<file path="src/rtl/stopwatch_counter.sv">
// MM:SS stopwatch core: four registered BCD digits advanced by count_tick (run) or adj_tick (adjust).
// Outputs update on the edge sampling a pulse (1-cycle latency); no backpressure, every pulse is consumed.
module stopwatch_counter #(
    parameter int MIN_MAX = 59,
    parameter int SEC_MAX = 59
) (
    input  logic       clk,
    input  logic       rst,
    input  logic       count_tick,
    input  logic       adj_tick,
    input  logic       pause_pulse,
    input  logic       clr_pulse,
    input  logic       adj,
    input  logic       sel,
    output logic [3:0] min_tens,
    output logic [3:0] min_ones,
    output logic [3:0] sec_tens,
    output logic [3:0] sec_ones,
    output logic       paused,
    output logic       wrap
);

    localparam logic [0:0] RUN   = 1'b0;
    localparam logic [0:0] PAUSE = 1'b1;

    localparam logic [3:0] MIN_T = 4'(MIN_MAX / 10);
    localparam logic [3:0] MIN_O = 4'(MIN_MAX % 10);
    localparam logic [3:0] SEC_T = 4'(SEC_MAX / 10);
    localparam logic [3:0] SEC_O = 4'(SEC_MAX % 10);

    logic [0:0] state_q, state_d;
    logic [3:0] min_tens_q, min_tens_d, min_ones_q, min_ones_d;
    logic [3:0] sec_tens_q, sec_tens_d, sec_ones_q, sec_ones_d;
    logic       wrap_q, wrap_d;
    logic       min_at_max, sec_at_max;
    logic [7:0] min_inc, sec_inc;

    // Two-digit BCD increment that wraps to 00 after {max_t,max_o}.
    function automatic logic [7:0] bcd_inc(input logic [3:0] t, input logic [3:0] o,
                                           input logic [3:0] max_t, input logic [3:0] max_o);
        logic [7:0] r;
        if (t == max_t && o == max_o) begin
            r = 8'h00;
        end else if (o == 4'd9) begin
            r = {t + 4'd1, 4'd0};
        end else begin
            r = {t, o + 4'd1};
        end
        return r;
    endfunction

    always_comb begin
        min_at_max = (min_tens_q == MIN_T) && (min_ones_q == MIN_O);
        sec_at_max = (sec_tens_q == SEC_T) && (sec_ones_q == SEC_O);
        min_inc    = bcd_inc(min_tens_q, min_ones_q, MIN_T, MIN_O);
        sec_inc    = bcd_inc(sec_tens_q, sec_ones_q, SEC_T, SEC_O);

        state_d    = pause_pulse ? ~state_q : state_q;
        min_tens_d = min_tens_q;
        min_ones_d = min_ones_q;
        sec_tens_d = sec_tens_q;
        sec_ones_d = sec_ones_q;
        wrap_d     = 1'b0;

        if (clr_pulse) begin
            min_tens_d = 4'd0;
            min_ones_d = 4'd0;
            sec_tens_d = 4'd0;
            sec_ones_d = 4'd0;
        end else if (adj) begin
            if (adj_tick) begin
                if (sel) begin
                    {sec_tens_d, sec_ones_d} = sec_inc;
                end else begin
                    {min_tens_d, min_ones_d} = min_inc;
                end
            end
        end else if (state_q == RUN && count_tick) begin
            // Qualified on the pre-toggle state: a tick coinciding with pause still counts.
            {sec_tens_d, sec_ones_d} = sec_inc;
            if (sec_at_max) begin
                {min_tens_d, min_ones_d} = min_inc;
                wrap_d = min_at_max;
            end
        end
    end

    always_ff @(posedge clk or negedge rst) begin
        if (!rst) begin
            state_q    <= RUN;
            min_tens_q <= 4'd0;
            min_ones_q <= 4'd0;
            sec_tens_q <= 4'd0;
            sec_ones_q <= 4'd0;
            wrap_q     <= 1'b0;
        end else begin
            state_q    <= state_d;
            min_tens_q <= min_tens_d;
            min_ones_q <= min_ones_d;
            sec_tens_q <= sec_tens_d;
            sec_ones_q <= sec_ones_d;
            wrap_q     <= wrap_d;
        end
    end

    assign min_tens = min_tens_q;
    assign min_ones = min_ones_q;
    assign sec_tens = sec_tens_q;
    assign sec_ones = sec_ones_q;
    assign paused   = (state_q == PAUSE);
    assign wrap     = wrap_q;

endmodule

</file>
<file path="config.mk">
export PLATFORM = sky130hd
export DESIGN_NAME = stopwatch_counter
export DESIGN_NICKNAME = d
export VERILOG_FILES = /design/src/rtl/stopwatch_counter.sv
export SDC_FILE = /design/constraint.sdc
export NUM_CORES = 1
export LEC_CHECK = 0
export BUFFER_PORTS_ARGS = -buffer_cell sky130_fd_sc_hd__buf_2
export CORE_UTILIZATION = 52
export CTS_CLUSTER_SIZE = 8
export DETAILED_ROUTE_END_ITERATION = 8
export GPL_ROUTABILITY_DRIVEN = 0
export HOLD_SLACK_MARGIN = 0.05
export PLACE_DENSITY = 0.81
export SYNTH_ARGS = -nofsm -noshare
export SYNTH_HDL_FRONTEND = slang
export SYNTH_SLANG_ARGS = --single-unit
</file>
<file path="constraint.sdc">
create_clock -name clk -period 2.3 [get_ports clk]
set_input_delay 0.69 -clock clk [delete_from_list [all_inputs] [get_ports clk]]
set_output_delay 0.69 -clock clk [all_outputs]
set_load 0.05 [all_outputs]
</file>
# Word level (Yosys, flattened, before mapping)
# Cells that the tools add are included.
# op_classes
add_sub_neg,4
n_bitwise,1
n_reduce_logical,7
n_eq_ne,7
mux,30
# ops
cell,n
2-to-1 mux 4 bit,22
2-to-1 mux 8 bit,4
adder 4 x 1 -> 4 bit (second input constant),4
equality test 4 x 3 -> 1 bit (second input constant),2
equality test 4 bit (second input constant),2
!= test 3 bit (second input constant),2
nonzero test 3 bit,2
2-to-1 mux 1 bit,4
AND reduction 4 bit,1
logical AND 1 bit,3
!= test 3 x 2 -> 1 bit (second input constant),1
AND reduction 3 bit,1
NOT 1 bit,1
# totals
elab_cells,55
out_inout_bits,18
input_bits,8
register_bits,18

# Logic depth before layout (Yosys ltp)
# Gate-level depths: netlist of the first run.
# depth
ltp_word,7
depth_mapped,7
depth_no_buf,6

# Worst setup path before layout of the first run
# Ideal clock, no wire load.
# synth_timing
kind,register to register
start,"register sec_ones_q[1], in the netlist sec_ones[1]"
end,"register min_ones_q[1], in the netlist min_ones[1]"
t_arrival_ns,1.984
stages_incl_launch_ff,8
setup_ns,0.125
required_time_ns,2.175
path_slack_ns,0.191
path_buffers,1
synth_period_minus_slack_ns,2.109
path_cell_list,dfrtp_1 inv_1 ha_1 and3b_1 buf_6 a211o_2 and2_4 mux2_4
# synth_via
elab_chain_cells,4
# synth_lines
item,line,source
from (decl),33,"logic [3:0] sec_tens_q, sec_tens_d, sec_ones_q, sec_ones_d;"
from (signal assigned),101,sec_ones_q <= sec_ones_d;
equality test 4 bit,54,sec_at_max = (sec_tens_q == SEC_T) && (sec_ones_q == SEC_O);
logical AND 1 bit,54,
nonzero test 3 bit (no source line),n/a,
AND reduction 4 bit (no source line),n/a,
to (signal assigned),99,min_ones_q <= min_ones_d;
to (decl),32,"logic [3:0] min_tens_q, min_tens_d, min_ones_q, min_ones_d;"
# No other way between the ends.
# A chain may end at the register's enable or synchronous reset.

# Final worst setup path of the first run
# layout_timing
start,"register sec_ones_q[1], in the netlist sec_ones[1]"
end,"register sec_tens_q[3], in the netlist sec_tens[3]"
# layout_via
elab_chain_cells,7
# layout_lines
item,line,source
equality test 4 bit (*),"42, 44",
2-to-1 mux 8 bit / logical AND 1 bit (equally long branches),"44, 42",
2-to-1 mux 8 bit (*),42,if (t == max_t && o == max_o) begin
2-to-1 mux 4 bit,72,if (sel) begin
2-to-1 mux 4 bit,71,if (adj_tick) begin
2-to-1 mux 4 bit (*),70,end else if (adj) begin
2-to-1 mux 4 bit (*),65,if (clr_pulse) begin
to (signal assigned),100,sec_tens_q <= sec_tens_d;
to (decl),33,
# Mark *: on every way between the ends. The rest lies on a longest branch, timed or not. The select of a mux whose other input is x is not followed.

==> qor.yml, run 1 <==
timing:
  fin_crit_sh_pct: 80.7
  fin_crit_ns: 1.86
  slew_violations: 0
  max_freq_ghz: 0.539
  rsz0062_at_grt: "false"
  postLayoutSetupSlackWorst_ns: 0.443
  hold_viol: 0
  relSlewSlack_pct: 62.3
  timing.hold.ws_ns: 0.309
  setup_viol: 0
  setup_tns_ns: 0
  clock_skew_ns: 0.00601
  worst_pin_slew_ns: 0.565
route:
  vias: 905
  wl_um: 2130
  drtPass1Iterations: 5
  via_per_inst: 5.73
  drt-initial-drc-count: 16
  ant_nets: 0
  route.detailed.drc: 0
  wl_per_cell_um: 13.5
synthesis:
  ys_seq_area_share_pct: 41.4
  synth-compound-area-share_pct: 18.0
  syn_avg_cell_area_um2: 10.5
  yosysTopAreaCell: "dfrtp_1"
  post_synth_fa_ha_maj_area_fraction_pct: 9.20
  syn-instance-count: 104
  synth_mux_area_share_pct: 3.33
  syn_area_um2: 1090
  ys_ff_latch: 18
  synth.area.top_cells: "dfrtp_1, ha_1, nand3_1"
  async_reset_ff_share_pct: 100
  synth_cell_types: 42
  synth.most_common_cell: "dfrtp_1"
  yosysWarnings: 0
  synth_fp_nets: 120
  synthXorXnorAreaFrac_pct: 1.61
  synth_flop_cell: "dfrtp_1"
  synthSimpleGateAreaFrac_pct: 22.0
  synth_common_cells: "dfrtp_1, inv_1, ha_1, nand3_1, o21ai_0"
  synth_top_family_by_area: "simple AND/OR/NAND/NOR gates"
  synth_edf_count: 0
  netlist.area_leader.share_pct: 41.4
global_routing:
  grt_pass1_wl_um: 3360
  grt_pass1_vias: 782
  grt_max_degree: 19
  antenna_found_initial: 0
  track_usage_pct: 21.2
  grt_overflow_total: 0
die:
  start_util_pct: 55.5
  die_w_um: 47.8
  ios: 26
  die_area_um2: 2280
  die_h_um: 47.8
  core_area_um2: 1960
  rows: 16
cells_and_area:
  final_util_pct: 64.7
  final_cells: 158
  stdcell_area_um2: 1270
  area_delta_synth_final_pct: 16.6
  fin_nets: 148
  n_antenna_cell: 0
  n_fill_cell: 176
  drive_gt1_share_pct: 34.4
placed_design:
  place_area_um2: 1230
  dp_slack_ns: 0.313
  dpl.cell_count: 154
  dpl.hpwl_um: 1620
  io_buffer_count: 25
setup_path:
  cp_slowest_stage_delay_ns: 0.48
  critical-path-slowest-cell: "nor3b_1"
  cp-end-kind: "flop"
  path_max_fanout: 8
  setup.worst_path.class: "flop to flop"
  crit_chain: "inv_1 > ha_1 > and3b_1 > nor3b_1 > a211oi_1 > o21ai_0"
  startpoint_type: "flop"
  worst_ep_arrival_time_ns: 2.06
  worst_ep_required_time_ns: 2.51
power_and_ir_drop:
  power_uw: 975
  leakage_nw: 0.628
  vdd_drop_max_mv: 0.519
  powerDensity_nw_per_um2: 768
clock_network:
  numCtsBuffers: 3
  clk_path_buf_depth: 2
  root_buffer: "clkbuf_4"
  postCtsHoldBufs: 0
  cts_tree: "yes"
  htreeDepth: 1
  path_clk_slew_ns: 0.11
  cts-resized-gates: 0
  clk_latency_ns: 0.29
  postCtsSetupRepairBufs: 0
  clock-sinks: 18
job:
  max-cap-violations: 0
status:
  outcome: "completed"
worst_hold_path:
  hp-class: "input port to async pin"
-- cell usage in the layout, fill, tap and decap left out, types with 2 or more instances in the layout --
cell      count
buf_2        25
dfrtp_1      18
inv_1         9
nand3_1       8
ha_1          8
o21ai_0       7
nand2_1       6
nor2_1        4
nand3b_1      3
a311o_2       3
clkbuf_4      3
nor3b_1       2
and2b_2       2
a22o_2        2
nor3_1        2
a31oi_1       2
-- routing by layer --
metal  part of all wire, %  up-vias  track usage, %
met5                     0        -               0
met1                    51      430            31.5
met2                    45       29            30.5
li1                      -      444               -
met3                   3.9        2            3.40
met4                  0.42        0            8.89
-- area by class of cell --
class | count | area [um2] | share of cell area (%)
Multi-Input combinational cell | 75 | 589 | 46.4
Sequential cell | 18 | 450 | 35.5
Timing Repair Buffer | 25 | 125 | 9.86
Clock buffer | 4 | 36.3 | 2.86
Inverter | 9 | 33.8 | 2.66
Tap cell | 27 | 33.8 | 2.66
-- state kept, by name (all words and copies together), names as in the netlist --
name      cells
sec_tens      4
min_ones      4
paused        1
min_tens      4
sec_ones      4
wrap          1
-- power breakdown --
part | switching (mW) | internal [mW]
Clock | 0.0992 | 0.0964
Sequential | 0.0583 | 0.360
Combinational | 0.253 | 0.108
Total | 0.410 | 0.564
-- final timing paths --
check / end / depth (start not counted) / slack (ns) / startpoint
max: sec_tens[3] / 6 / 0.44 / sec_ones[1]
min: sec_ones[0] / 1 / 0.31 / rst
max reg2reg: sec_tens[3] / 6 / 0.44 / sec_ones[1]
min reg2reg: paused / 1 / 0.51 / paused
max in group asynchronous: paused / 1 / 1.70 / rst
min in group clk: paused / 1 / 0.51 / paused
-- cell families (layout without fill, tap and decap cells) --
family / count (synthesis) / count (layout)
adder cells (fa/ha/maj): 8 / 8
AND/OR/NAND/NOR: 37 / 37
buffers and inverters: 11 / 38
multiplexers: 3 / 3
XOR/XNOR: 2 / 2
AO/OA/AOI/OAI: 25 / 25
flip-flops: 18 / 18
-- critical path: cells and delay by family, from the launching register on --
family                     cells  cell delay (ns)
AOI/OAI and AO/OA              2             0.35
adders and majority gates      1             0.12
buffers and inverters          1             0.08
DFF                            1             0.44
and+or+nand+nor                2             0.79
Note: power is estimated with default switching activity, not from simulation.
==> run 2, diff against run 1 <==
- clock period: 2.3 -> 1.75 ns (I/O delays scaled with it)
==> run 2 against run 1 <==
  * Wire length is 19% higher
  * Flip-flop and latch count unchanged
  * Critical path depth fell by 1
  * Non-clock buffer count up 15
  * Power up 40%
  * Cell area grew 13%
  * Largest cell class unchanged
==> qor.yml, run 2 (synthesis gave the netlist of run 1 again) <==
setup_path:
  crit_end: "min_ones[1]"
  critPathLaunch: "sec_ones[0]"
  worst_ep_arrival_time_ns: 1.91
  startpoint_type: "flop"
  worst_ep_required_time_ns: 1.94
  r2r_slack_ns: 0.03
  rr_endpoint: "min_ones[1]"
  r2r_start: "sec_ones[0]"
  path_max_fanout: 4
  cp-end-kind: "flop"
  reg2regPathDepth: 5
  setup.worst_path.class: "flop to flop"
die:
  start_util_pct: 55.5
  core_area_um2: 1960
  ios: 26
  die_area_um2: 2280
  die_w_um: 47.8
  die_h_um: 47.8
  rows: 16
clock_network:
  clock-sinks: 18
  clk_latency_ns: 0.30
  htreeDepth: 1
  root_buffer: "clkbuf_4"
  path_clk_slew_ns: 0.11
  postCtsHoldBufs: 0
  cts_tree: "yes"
  numCtsBuffers: 3
  clk_path_buf_depth: 2
timing:
  fin_crit_ns: 1.72
  relSlewSlack_pct: 72.9
  setup_viol: 0
  postLayoutSetupSlackWorst_ns: 0.0326
  max_freq_ghz: 0.582
  fin_crit_sh_pct: 98.1
  worst_pin_slew_ns: 0.406
  slew_violations: 0
  hold_viol: 0
  clock_skew_ns: 0.00598
placed_design:
  dp_slack_ns: -0.0555
  dpl.hpwl_um: 1780
  io_buffer_count: 25
power_and_ir_drop:
  p_switching_uw: 564
  seq_power_share_pct: 39.5
  swShare_pct: 41.4
  p_int_uw: 798
  vdd_drop_max_mv: 0.808
  power_mw: 1.36
  leakage_nw: 0.696
  powerDensity_nw_per_um2: 954
  clkPwrFrac_pct: 19.0
  p_comb_share_pct: 41.5
cells_and_area:
  multiInputGateArea_um2: 627
  mostFrequentLayoutCells: "buf_2, buf_4, dfrtp_1"
  area_delta_synth_final_pct: 31.1
  regArea_um2: 459
  n_antenna_cell: 0
  n_fill_cell: 154
  final_common_cell: "buf_2"
  fin_nets: 163
  drive_gt1_share_pct: 51.4
global_routing:
  antenna_found_initial: 0
  grt_pass1_vias: 824
  grt_pass1_wl_um: 3460
  track_usage_pct: 21.7
  grt_overflow_total: 0
  grt_max_degree: 19
route:
  wl_per_cell_um: 14.7
  via_per_inst: 5.75
  vias: 994
  wl_um: 2540
  ant_nets: 0
  route.detailed.drc: 0
  drtPass1Iterations: 4
  drt-initial-drc-count: 13
worst_hold_path:
  hp-class: "input port to async pin"
status:
  outcome: "completed"
job:
  max-cap-violations: 0
## run 2: cell count changes in the layout (fill, tap and decap cells not counted), sizes merged
cell,change
buf,+15
## run 2: worst min-delay path by stage
stage / from / endpoint / cells after the start
global route: rst / min_tens[0] / 1
finish: rst / paused / 1
CTS: rst / min_tens[0] / 1
floorplan: rst / min_ones[0] / 0
global placement: rst / min_tens[3] / 1
detailed placement: rst / min_tens[3] / 1
## run 2: power by group through the flow
stage	registers (mW)	logic, mW	clock network (mW)
finish	0.537	0.566	0.259
detailed placement	0.546	0.553	0
global placement	0.542	0.543	0
global route	0.547	0.608	0.284
floorplan	0.756	0.165	0
CTS	0.539	0.556	0.265
## run 2: metal layers
| layer | GRT usage, % | part of all wire, % | vias to the layer above |
|---|---|---|---|
| met2 | 35.1 | 50 | 36 |
| met1 | 29.8 | 44 | 479 |
| met3 | 2.26 | 4.1 | 7 |
| met5 | 0 | 0 | - |
| met4 | 8.33 | 2.1 | 0 |
| li1 | - | - | 472 |
## run 2: critical path: stages, from the launching register on
cell     delay, ns
dfrtp_2       0.42
ha_2          0.17
and3b_2       0.25
a211o_4       0.34
and2_4        0.15
mux2_4        0.29
## run 2: cell type report
| class | count | area share (%) |
|---|---|---|
| clock buffer | 4 | 2.54 |
| timing repair buffer | 40 | 16.7 |
| multi-input combinational | 75 | 43.9 |
| tap | 27 | 2.37 |
| inverter | 9 | 2.37 |
| sequential | 18 | 32.2 |
## run 2: repair_timing
item	in CTS	in global routing
endpoints found under the setup margin	1	8
gates resized for setup	1	5
buffers inserted	0	3
pin swaps	0	2
cloned	0	0
## run 2: stage by stage
step | util, % | cell area, um2 | std cells | hold WS [ns] | TNS [ns]
2_1_floorplan | - | 1110 | 104 | 0.229 | -0.308
3_3_place_gp | 68.6 | 1350 | 166 | 0.479 | -0.0443
3_5_place_dp | 68.6 | 1350 | 166 | 0.478 | -0.0876
4_1_cts | 70.5 | 1380 | 170 | 0.147 | 0
5_1_grt | 72.8 | 1430 | 173 | 0.167 | -0.0228
6_report | 72.8 | 1430 | 173 | 0.136 | 0
==> run 3, diff against run 2 <==
- CORE_UTILIZATION: 52 -> 55
- CTS_BUF_LIST: unset -> sky130_fd_sc_hd__clkbuf_4 sky130_fd_sc_hd__clkbuf_8
- PLACE_DENSITY: 0.81 -> 0.79
- SLEW_MARGIN: unset -> 20
==> run 3 against run 2 <==
  * First-iteration DRC count is the same
  * Non-clock buffer count unchanged
  * Clock skew down 0.0040 ns
  * Hold slack better by 0.0051 ns
  * Die area fell by 5.2%
  * Clock power is essentially flat
  * Sequential share of layout area is essentially flat
  * Register-to-register slack about the same
  * Power decreased by 0.83%
  * Highest routed layer unchanged
  * Via count down 4.0%
  * Setup slack got worse by 0.0026 ns
==> qor.yml, run 3 (synthesis gave the netlist of run 1 again) <==
timing:
  hold_viol: 0
  fin_crit_sh_pct: 98.3
  max_freq_ghz: 0.581
  worst_pin_slew_ns: 0.404
  relSlewSlack_pct: 73.0
  setup_viol: 0
  clock_skew_ns: 0.00197
  fin_crit_ns: 1.72
  slew_violations: 0
route:
  route.detailed.drc: 0
  drtPass1Iterations: 4
  via_per_inst: 5.58
  wl_um: 2300
  ant_nets: 0
  drt-initial-drc-count: 13
  wl_per_cell_um: 13.4
  vias: 954
setup_path:
  rr_endpoint: "sec_tens[2]"
  crit_chain: "inv_2 > ha_2 > and3b_1 > buf_4 > nor3b_4 > nand3b_1 > a31oi_1"
  cp_slowest_stage_delay_ns: 0.42
  setup.worst_path.class: "flop to flop"
  worst_ep_arrival_time_ns: 1.94
  startpoint_type: "flop"
  worst_ep_required_time_ns: 1.97
  cp-end-kind: "flop"
  reg2regPathDepth: 7
  r2r_slack_ns: 0.03
  path_max_fanout: 6
  r2r_start: "sec_ones[1]"
  critical-path-slowest-cell: "dfrtp_2"
die:
  start_util_pct: 61.1
  core_area_um2: 1780
  die_area_um2: 2160
  ios: 26
  die_h_um: 46.5
  rows: 15
  die_w_um: 46.5
cells_and_area:
  mostFrequentLayoutCells: "buf_2, buf_4, dfrtp_1"
  final_cells: 171
  drive_gt1_share_pct: 50.7
  stdcell_area_um2: 1430
  area_delta_synth_final_pct: 31.0
  n_fill_cell: 129
  fin_nets: 163
  final_common_cell: "buf_2"
  final_util_pct: 80.0
  n_antenna_cell: 0
power_and_ir_drop:
  leakage_nw: 0.699
  vdd_drop_max_mv: 0.666
  power_mw: 1.35
  powerDensity_nw_per_um2: 947
clock_network:
  clock-sinks: 18
  clk_path_buf_depth: 2
  clk_latency_ns: 0.29
  htreeDepth: 1
  root_buffer: "clkbuf_4"
  path_clk_slew_ns: 0.10
  numCtsBuffers: 3
  cts_tree: "yes"
global_routing:
  track_usage_pct: 22.5
  grt_overflow_total: 0
  met2_usage_pct: 35.8
  grt_pass1_wl_um: 3440
  grt.busiest_layer: "met2"
  grt_pass1_vias: 814
  grt_use_met1_pct: 29.7
  antenna_found_initial: 0
  use_met3_pct: 3.53
  grt_max_degree: 19
placed_design:
  dpl.hpwl_um: 1660
  place_area_um2: 1340
  io_buffer_count: 25
  dpl.cell_count: 164
status:
  outcome: "completed"
worst_hold_path:
  hp-class: "input port to async pin"
job:
  max-cap-violations: 0
==> run 3: stage by stage <==
| step | hold WS [ns] | worst slack (ns) | TNS [ns] |
|---|---|---|---|
| 6_report | 0.142 | 0.0300 | 0 |
| 3_5_place_dp | 0.476 | -0.00584 | -0.00584 |
| 3_3_place_gp | 0.473 | -0.00823 | -0.00823 |
| 2_1_floorplan | 0.229 | -0.172 | -0.308 |
| 4_1_cts | 0.148 | 0.0276 | 0 |
| 5_1_grt | 0.166 | -0.0742 | -0.145 |
==> run 3: power breakdown <==
group / leakage [nW] / total (mW) / switching (mW) / internal, mW
clock network: 0.0210 / 0.259 / 0.132 / 0.127
logic: 0.444 / 0.558 / 0.366 / 0.193
registers: 0.234 / 0.534 / 0.0552 / 0.478
==> run 3: worst max-delay path by stage <==
stage	slack, ns	startpoint	depth (start not counted)	end
4_1_cts	0.03	sec_tens[1]	6	min_ones[1]
2_1_floorplan	-0.17	sec_ones[0]	6	min_ones[1]
6_report	0.03	sec_ones[1]	7	sec_tens[2]
3_5_place_dp	-0.006	count_tick	5	min_tens[2]
5_1_grt	-0.07	sec_ones[1]	7	sec_tens[2]
3_3_place_gp	-0.008	count_tick	5	min_tens[2]
==> run 3: critical path, delay by kind of cell, from the launching register on <==
kind                       cells  cell delay, ns
buffers and inverters          2            0.23
DFF                            1            0.42
adders and majority gates      1            0.14
and+or+nand+nor                3            0.66
AOI/OAI and AO/OA              1            0.19
==> run 3: per-layer routing <==
metal	wire length, um	vias up
li1	-	471
met1	1110	446
met2	1060	33
met3	98	4
met4	27	0
met5	0	-
==> run 3: final cells by class <==
type	count	area (um2)	share of cell area, %
flip-flops and latches	18	459	32.2
inverters	9	33.8	2.37
well taps	25	31.3	2.19
multi-input cells	75	628	44.0
clock buffers	4	36.3	2.54
repair buffers	40	238	16.7
==> run 3: repair_timing <==
action                     in CTS  in global routing
gates resized for setup         0                  7
hold buffers                    0                  0
buffers inserted                0                  3
setup endpoints to repair       0                 10
